===== src/rtl/hop_pkg.sv =====
// Shared types for the hop-count chain: probe FSM states and per-stage control word.
// Latency: n/a (types and constants only).
// Backpressure: n/a. HOP_PARITY_EN adds a parity bit to the stage control word.
package hop_pkg;

    typedef enum logic [1:0] {
        IDLE = 2'd0,
        WAIT = 2'd1,
        DONE = 2'd2
    } probe_state_t;

    localparam int CNT_W_DEF = 8;
    localparam int CNT_MAX   = 2**CNT_W_DEF - 1;

    // Side-band bits that travel with each data word down the chain
    typedef struct packed {
        logic vld;
        logic tag;
`ifdef HOP_PARITY_EN
        logic par;
`endif
    } stage_ctl_t;

endpackage


===== src/rtl/hop_stage.sv =====
// One register hop {data, ctl} with async reset and a synchronous local clear.
// Latency: 1 clock0 edge.
// Backpressure: none; the stage captures its input every edge unless cleared.
module hop_stage
    import hop_pkg::*;
#(
    parameter int WIDTH = 1
) (
    input  logic             clock0,
    input  logic             rst1,
    input  logic             clr,
    input  logic [WIDTH-1:0] d_dat,
    input  stage_ctl_t       d_ctl,
    output logic [WIDTH-1:0] q_dat,
    output stage_ctl_t       q_ctl
);

    // Capture the previous hop; a local clear wins over the shift-in and zeroes parity too
    always_ff @(posedge clock0 or posedge rst1) begin
        if (rst1) begin
            q_dat <= '0;
            q_ctl <= '0;
        end else if (clr) begin
            q_dat <= '0;
            q_ctl <= '0;
        end else begin
            q_dat <= d_dat;
            q_ctl <= d_ctl;
        end
    end

endmodule


===== src/rtl/hop_chain_probe.sv =====
// DEPTH-hop register chain with per-hop clears and a tag-based latency probe (optional HOP_PARITY_EN).
// Latency: din to dout is DEPTH edges; probe result appears one edge after the tag leaves the chain.
// Backpressure: none; probe_start is only accepted in IDLE, ignored otherwise.
module hop_chain_probe
    import hop_pkg::*;
#(
    parameter int WIDTH   = 1,
    parameter int DEPTH   = 4,
    parameter int CNT_W   = CNT_W_DEF,
    parameter int TIMEOUT = 200
) (
    input  logic             clock0,
    input  logic             rst1,
    input  logic [WIDTH-1:0] din,
    input  logic             din_vld,
    input  logic [DEPTH-1:0] stage_clr,
    input  logic             par_inj,
    input  logic             probe_start,
    output logic [WIDTH-1:0] dout,
    output logic             dout_vld,
    output logic             probe_busy,
    output logic             probe_done,
    output logic [CNT_W-1:0] probe_lat,
    output logic             probe_tmo,
    output logic             par_err
);

    localparam logic [CNT_W-1:0] CNT_SAT = {CNT_W{1'b1}};
    localparam logic [CNT_W-1:0] TMO_CNT = CNT_W'(TIMEOUT);

    probe_state_t     state, state_nxt;
    logic [CNT_W-1:0] cnt;
    logic             tmo_flag;
    logic             tag_in;
    stage_ctl_t       ctl_in;
    logic [WIDTH-1:0] sdat [DEPTH];
    stage_ctl_t       sctl [DEPTH];

    // Build the stage-0 control word from the input valid, the probe tag and optional parity
    always_comb begin
        ctl_in     = '0;
        ctl_in.vld = din_vld;
        ctl_in.tag = tag_in;
`ifdef HOP_PARITY_EN
        ctl_in.par = (^din) ^ par_inj;
`endif
    end

    for (genvar k = 0; k < DEPTH; k++) begin : g_stage
        if (k == 0) begin : g_head
            hop_stage #(.WIDTH(WIDTH)) u_stage (
                .clock0 (clock0),
                .rst1   (rst1),
                .clr    (stage_clr[k]),
                .d_dat  (din),
                .d_ctl  (ctl_in),
                .q_dat  (sdat[k]),
                .q_ctl  (sctl[k])
            );
        end else begin : g_body
            hop_stage #(.WIDTH(WIDTH)) u_stage (
                .clock0 (clock0),
                .rst1   (rst1),
                .clr    (stage_clr[k]),
                .d_dat  (sdat[k-1]),
                .d_ctl  (sctl[k-1]),
                .q_dat  (sdat[k]),
                .q_ctl  (sctl[k])
            );
        end
    end

    assign dout     = sdat[DEPTH-1];
    assign dout_vld = sctl[DEPTH-1].vld;

    // Probe state register
    always_ff @(posedge clock0 or posedge rst1) begin
        if (rst1) state <= IDLE;
        else      state <= state_nxt;
    end

    // Probe next-state: arrival of the tag or the timeout ends the wait
    always_comb begin
        state_nxt = state;
        case (state)
            IDLE:    if (probe_start) state_nxt = WAIT;
            WAIT:    if (sctl[DEPTH-1].tag || (cnt == TMO_CNT)) state_nxt = DONE;
            DONE:    state_nxt = IDLE;
            default: state_nxt = IDLE;
        endcase
    end

    // Probe outputs; the tag is injected only on the accepting edge, so one tag at most is in flight
    always_comb begin
        tag_in     = (state == IDLE) && probe_start;
        probe_busy = (state == WAIT);
        probe_done = (state == DONE);
        probe_tmo  = (state == DONE) && tmo_flag;
    end

    // Edge counter and result capture; the counter saturates rather than wrapping
    always_ff @(posedge clock0 or posedge rst1) begin
        if (rst1) begin
            cnt       <= '0;
            probe_lat <= '0;
            tmo_flag  <= 1'b0;
        end else begin
            case (state)
                IDLE: begin
                    if (probe_start) begin
                        cnt      <= CNT_W'(1);
                        tmo_flag <= 1'b0;
                    end
                end
                WAIT: begin
                    if (sctl[DEPTH-1].tag) begin
                        probe_lat <= cnt;
                    end else if (cnt == TMO_CNT) begin
                        probe_lat <= CNT_SAT;
                        tmo_flag  <= 1'b1;
                    end else if (cnt != CNT_SAT) begin
                        cnt <= cnt + 1'b1;
                    end
                end
                default: ;
            endcase
        end
    end

`ifdef HOP_PARITY_EN
    // Sticky parity check on valid words leaving the last hop
    always_ff @(posedge clock0 or posedge rst1) begin
        if (rst1) begin
            par_err <= 1'b0;
        end else if (sctl[DEPTH-1].vld && ((^sdat[DEPTH-1]) != sctl[DEPTH-1].par)) begin
            par_err <= 1'b1;
        end
    end
`else
    logic unused_par_inj;
    assign unused_par_inj = par_inj;
    assign par_err        = 1'b0;
`endif

endmodule


===== config.mk =====
export PLATFORM = sky130hd
export DESIGN_NAME = hop_chain_probe
export DESIGN_NICKNAME = d
export VERILOG_FILES = /design/src/rtl/hop_pkg.sv /design/src/rtl/hop_stage.sv /design/src/rtl/hop_chain_probe.sv
export SDC_FILE = /design/constraint.sdc
export NUM_CORES = 1
export LEC_CHECK = 0
export ABC_AREA = 1
export ABC_CLOCK_PERIOD_IN_PS = 1500
export BUFFER_PORTS_ARGS = -buffer_cell sky130_fd_sc_hd__buf_4
export CORE_ASPECT_RATIO = 1.4
export CORE_MARGIN = 2
export CORE_UTILIZATION = 54
export DETAILED_ROUTE_END_ITERATION = 10
export MAX_ROUTING_LAYER = met4
export PLACE_DENSITY = 0.83
export SLEW_MARGIN = 25
export SYNTH_ARGS = -nofsm -noshare
export SYNTH_HDL_FRONTEND = slang
export SYNTH_SLANG_ARGS = --single-unit

===== constraint.sdc =====
create_clock -name clock0 -period 1.5 [get_ports clock0]
set_input_delay 0.15 -clock clock0 [delete_from_list [all_inputs] [get_ports clock0]]
set_output_delay 0.15 -clock clock0 [all_outputs]
set_load 0.02 [all_outputs]

; ---- Word level (Yosys, flattened, before mapping)
; Index checks and enable logic that the tools add are counted.
; W data, S select, Z words.
[classes]
mux = 22
n_eq_ne = 10
n_reduce_logical = 10
add_sub_neg = 1
[ops]
columns = op, count
row1 = $mux W8, 6
row2 = $pmux W8 S2, 1
row3 = $mux W2, 6
row4 = $add A8 B1 Y8 const B, 1
row5 = $eq A8 B8 Y1 const B, 1
row6 = $ne A8 B8 Y1 const B, 1
row7 = $mux W1, 7
row8 = $ne A2 B1 Y1 const B, 3
row9 = $ne A2 B2 Y1 const B, 3
row10 = $reduce_and A5 Y1, 1
row11 = $pmux W2 S2, 1
row12 = $reduce_and A2 Y1, 2
row13 = $reduce_and A4 Y1, 1
row14 = $reduce_bool A2 Y1, 2
row15 = $eq A2 B1 Y1 const B, 1
row16 = $eq A2 B2 Y1 const B, 1
row17 = $logic_and A1 B1 Y1, 2
row18 = $logic_not A2 Y1, 1
row19 = $pmux W1 S2, 1
row20 = $logic_or A1 B1 Y1, 1
[word_totals]
elab_cells = 59
out_inout_bits = 14
in_bits = 10
regBits = 31

; ---- Longest topological paths before layout
[logic_depth]
ltp_word = 5
mapped_depth = 10
mapped_depth_nobuf = 10

; ---- Modules after synthesis
; A second synthesis with hierarchy kept.
[unflattened]
hier_cells = 180
hier_area_um2 = 1465.2
[modules_own_cells]
columns = mod, area_each_um2, instances, seq_area_each_um2, cells_per_inst
row1 = hop_chain_probe, 1059.8, 1, 475.5, 140
row2 = hop_stage, 101.3, 4, 75.1, 10

; ---- Worst setup path before layout
; OpenSTA, ideal clock, no wires.
[synth_path]
path_type = reg-to-reg
startpoint = register cnt[0]
endpoint = register cnt[5]
setup_ns = 0.116
t_required_ns = 1.384
arrival_time_ns = 1.171
stages_incl_launch_ff = 10
n_path_buf = 0
period_less_slack_ns = 1.288
setup_slack_ns = 0.212
cell_sequence = dfrtp_1 -> ha_1 -> nand2_1 -> nor2_4 -> nand2_2 -> nor2_4 -> inv_2 -> nand2_4 -> nand2_1 -> nand2_1
[synth_via]
elab_chain_len = 5
word_cells_on_any_way = 10
cone_classes = add/sub: 1 / eq/ne: 4 / mux: 4 / reduce/logical: 1
[synth_lines]
columns = item, line_no
row1 = "start, declared", hop_chain_probe.sv:32  ; logic [CNT_W-1:0] cnt;
row2 = "start signal, assigned", hop_chain_probe.sv:122  ; cnt <= cnt + 1'b1;
row3 = $add A8 B1 Y8, hop_chain_probe.sv:122
row4 = $mux W8, hop_chain_probe.sv:121  ; end else if (cnt != CNT_SAT) begin
row5 = $mux W8, hop_chain_probe.sv:118  ; end else if (cnt == TMO_CNT) begin
row6 = $mux W8, hop_chain_probe.sv:116  ; if (sctl[DEPTH-1].tag) begin
row7 = $pmux W8 S2, hop_chain_probe.sv:108  ; case (state)
; Several ways; a longest one is shown, not always the timed one. The select of a mux whose other input is x is not followed.
; A chain may end at the register's enable or synchronous reset.

; ---- Worst setup path in the final report
[layout_path]
startpoint = register cnt[1]
endpoint = register cnt[5]
; Same word-level chain as after synthesis.

==> summary.md <==
| Metric | Value |
|---|---|
| Final GP Congestion | `0.856` |
| Final nets | `220` |
| TritonRoute pass-1 iters | `4` |
| Reg2Reg Setup Slack | `0.03 ns` |
| DRT iter0 DRCs | `46` |
| Largest net degree at the start of global routing | `32` |
| Remaining DRCs | `0` |
| ANT cells | `0` |
| Die height | `64.5 µm` |
| Root Buffer | `clkbuf_4` |
| Number of H-tree levels | `2` |
| WL/cell | `11.2 µm` |
| Final slew viol count | `0` |
| Initial Util | `57.7%` |
| Die width | `47.2 µm` |
| GRT Total Usage | `21.3%` |
| Via/cell ratio | `4.80` |
| Fin worst setup slack | `0.0291 ns` |
| Leakage | `0.000961 µW` |
| Leading cell type in the layout, fill and taps excluded | `nor2_1` |
| Worst VDD drop | `1.02 mV` |
| Distinct cells, synth | `20` |
| Core area | `2440 µm²` |
| Max Clock Skew | `0.00771 ns` |
| Hold WC Path Type | `input port to flop` |
| Number of synthesized register bits | `31` |
| Post-layout util | `74.0%` |
| Final ANT Viol Nets | `0` |
| Area Overhead vs Synth | `28.2%` |
| Max Fclk | `680 MHz` |
| Syn Std Cell Area | `1410 µm²` |
| Vias in the first global route | `1,154` |
| Finished Cell Area | `1810 µm²` |
| Final hold viol count | `0` |
| Die ar. | `3040 µm²` |
| Gr ovfl total | `0` |
| Crit. End Element | `flop` |
| Initial antenna violation count | `0` |
| DP HPWL | `1830 µm` |
| Clock buffer depth | `2` |
| Pre-CTS setup slack | `0.0684 ns` |
| WP data arrival | `1.74 ns` |
| Status | `finished clean` |
| Drt total wl | `2730 µm` |
| Max cap viols | `0` |
| Share of cells above drive strength 1 | `28.2%` |
| Post-Layout Cell Count | `243` |
| Worst setup SP type | `flop` |
| CTS tree | `yes` |
| Min Clock Period, post-route | `1.47 ns` |
| Worst endpoint required time | `1.77 ns` |
| Synth warn | `0` |
| CTS Buf Count | `5` |
| Crit Path Max Fanout | `8` |
| FP Rows | `21` |
| Routed via count | `1,166` |
| First-pass GRT wire length | `4530 µm` |
| Worst-Skew Late Latency | `0.33 ns` |
| Power per cell area | `1570 nW/µm²` |
| CTS clk-pin slew, worst paths | `0.09 ns` |
| Top Ports | `24` |
| Fillers | `196` |
| Commonest non-fill, non-tap cells in the layout | `46 x nor2_1, 31 x nand2_1, 30 x dfrtp_1` |
| I/O Buffers | `21` |
| Post-DP Area | `1620 µm²` |
| Final setup fails | `0` |
| Cells after Synth | `172` |
| WS Path Type | `flop to flop` |
| Post-Syn Area per Cell | `8.20 µm²` |
| Final period util | `98.1%` |
| Syn_nets | `184` |
| Seq/Total Area, Yosys | `55.0%` |
| CTS sink count | `31` |
| Post-Place Cells | `228` |
-- critical path, stage by stage (launching register included) --
cell and delay, ns:
dfrtp_1 0.43, ha_2 0.24, nand2_2 0.08, nor2_4 0.13, nand2_2 0.08, nor2_4 0.15, inv_4 0.08, nand2_8 0.09
nand2_1 0.05, nand2_1 0.06
-- registers in the layout, indices dropped and copies added (netlist names) --
| register | flops |
|---|---|
| probe_lat | 8 |
| g_stage.g_body.u_stage.q_ctl | 6 |
| tmo_flag | 1 |
| cnt | 8 |
| state | 2 |
| g_stage.g_head.u_stage.q_dat | 1 |
| g_stage.g_body.u_stage.q_dat | 3 |
| g_stage.g_head.u_stage.q_ctl | 2 |
-- cells in the mapped netlist (all sizes together) --
cell type  instances  area share (%)
nand2             44              13
a21oi              2            0.71
nand3b             2             1.1
dfrtp             31              55
buf                1            0.53
nand3              8             2.8
ha                 2             1.8
nor3               1            0.35
nor2              51              15
conb               1            0.27
xor2               1            0.62
o21a               1            0.53
inv               25             6.7
o21ai              1            0.35
and3               1            0.44
-- cell type report --
| class | count | area [µm²] | share of cell area (%) |
|---|---|---|---|
| clock buffers | 8 | 68.8 | 3.81 |
| inverters | 25 | 96.3 | 5.33 |
| multi-input cells | 115 | 586 | 32.4 |
| flip-flops and latches | 31 | 777 | 43.0 |
| well taps | 34 | 42.5 | 2.35 |
| repair buffers | 30 | 238 | 13.1 |
-- cells by family after synthesis --
kind of cell	Yosys count	synth area share, %
xor gates and xnor gates	1	0.621
AOI/OAI and AO/OA	4	1.60
buffers and inverters	26	7.19
adders and majority gates	2	1.77
other	1	0.266
DFF	31	55.0
and+or+nand+nor	107	33.5
-- final timing paths --
| check | start | to | depth (start not counted) |
|---|---|---|---|
| max in group asynchronous | rst1 | cnt[0] | 4 |
| worst min-delay path | din_vld | g_stage[0].g_head.u_stage.q_ctl[1] | 3 |
| min in group asynchronous | rst1 | probe_lat[3] | 4 |
| worst max register to register | cnt[1] | cnt[5] | 9 |
| worst min register to register | g_stage[2].g_body.u_stage.q_ctl[0] | g_stage[3].g_body.u_stage.q_ctl[0] | 2 |
| worst max-delay path | cnt[1] | cnt[5] | 9 |
-- stage by stage --
| stage | setup TNS (ns) | total power (µW) | hold slack (ns) |
|---|---|---|---|
| after global placement | 0 | 2110 | 0.244 |
| after global routing | -0.756 | 3050 | 0.0376 |
| final | 0 | 2840 | 0.0255 |
| after floorplan | 0 | 1810 | 0.215 |
| after detailed placement | 0 | 2160 | 0.254 |
| after CTS | 0 | 2700 | 0.0194 |
-- power by group --
group | leakage (µW) | switching [µW] | total, µW | internal [µW]
clock network | 0.0000386 | 254 | 530 | 275
logic | 0.000519 | 644 | 1100 | 460
registers | 0.000403 | 180 | 1210 | 1030
-- routing by layer --
| metal | global-route usage (%) | wire length [µm] | vias up |
|---|---|---|---|
| li1 | - | - | 581 |
| met1 | 24.6 | 1120 | 556 |
| met2 | 33.2 | 1440 | 21 |
| met3 | 7.52 | 111 | 8 |
| met4 | 8.33 | 56 | 0 |
| met5 | - | 0 | - |
-- what timing repair did --
action | CTS | global route
setup endpoints to repair | 0 | 16
resized for setup | 0 | 18
buffers inserted | 0 | 2
hold endpoints to repair | 43 | 0
hold buffers | 5 | 0
Power figures use the tool's default switching activity.
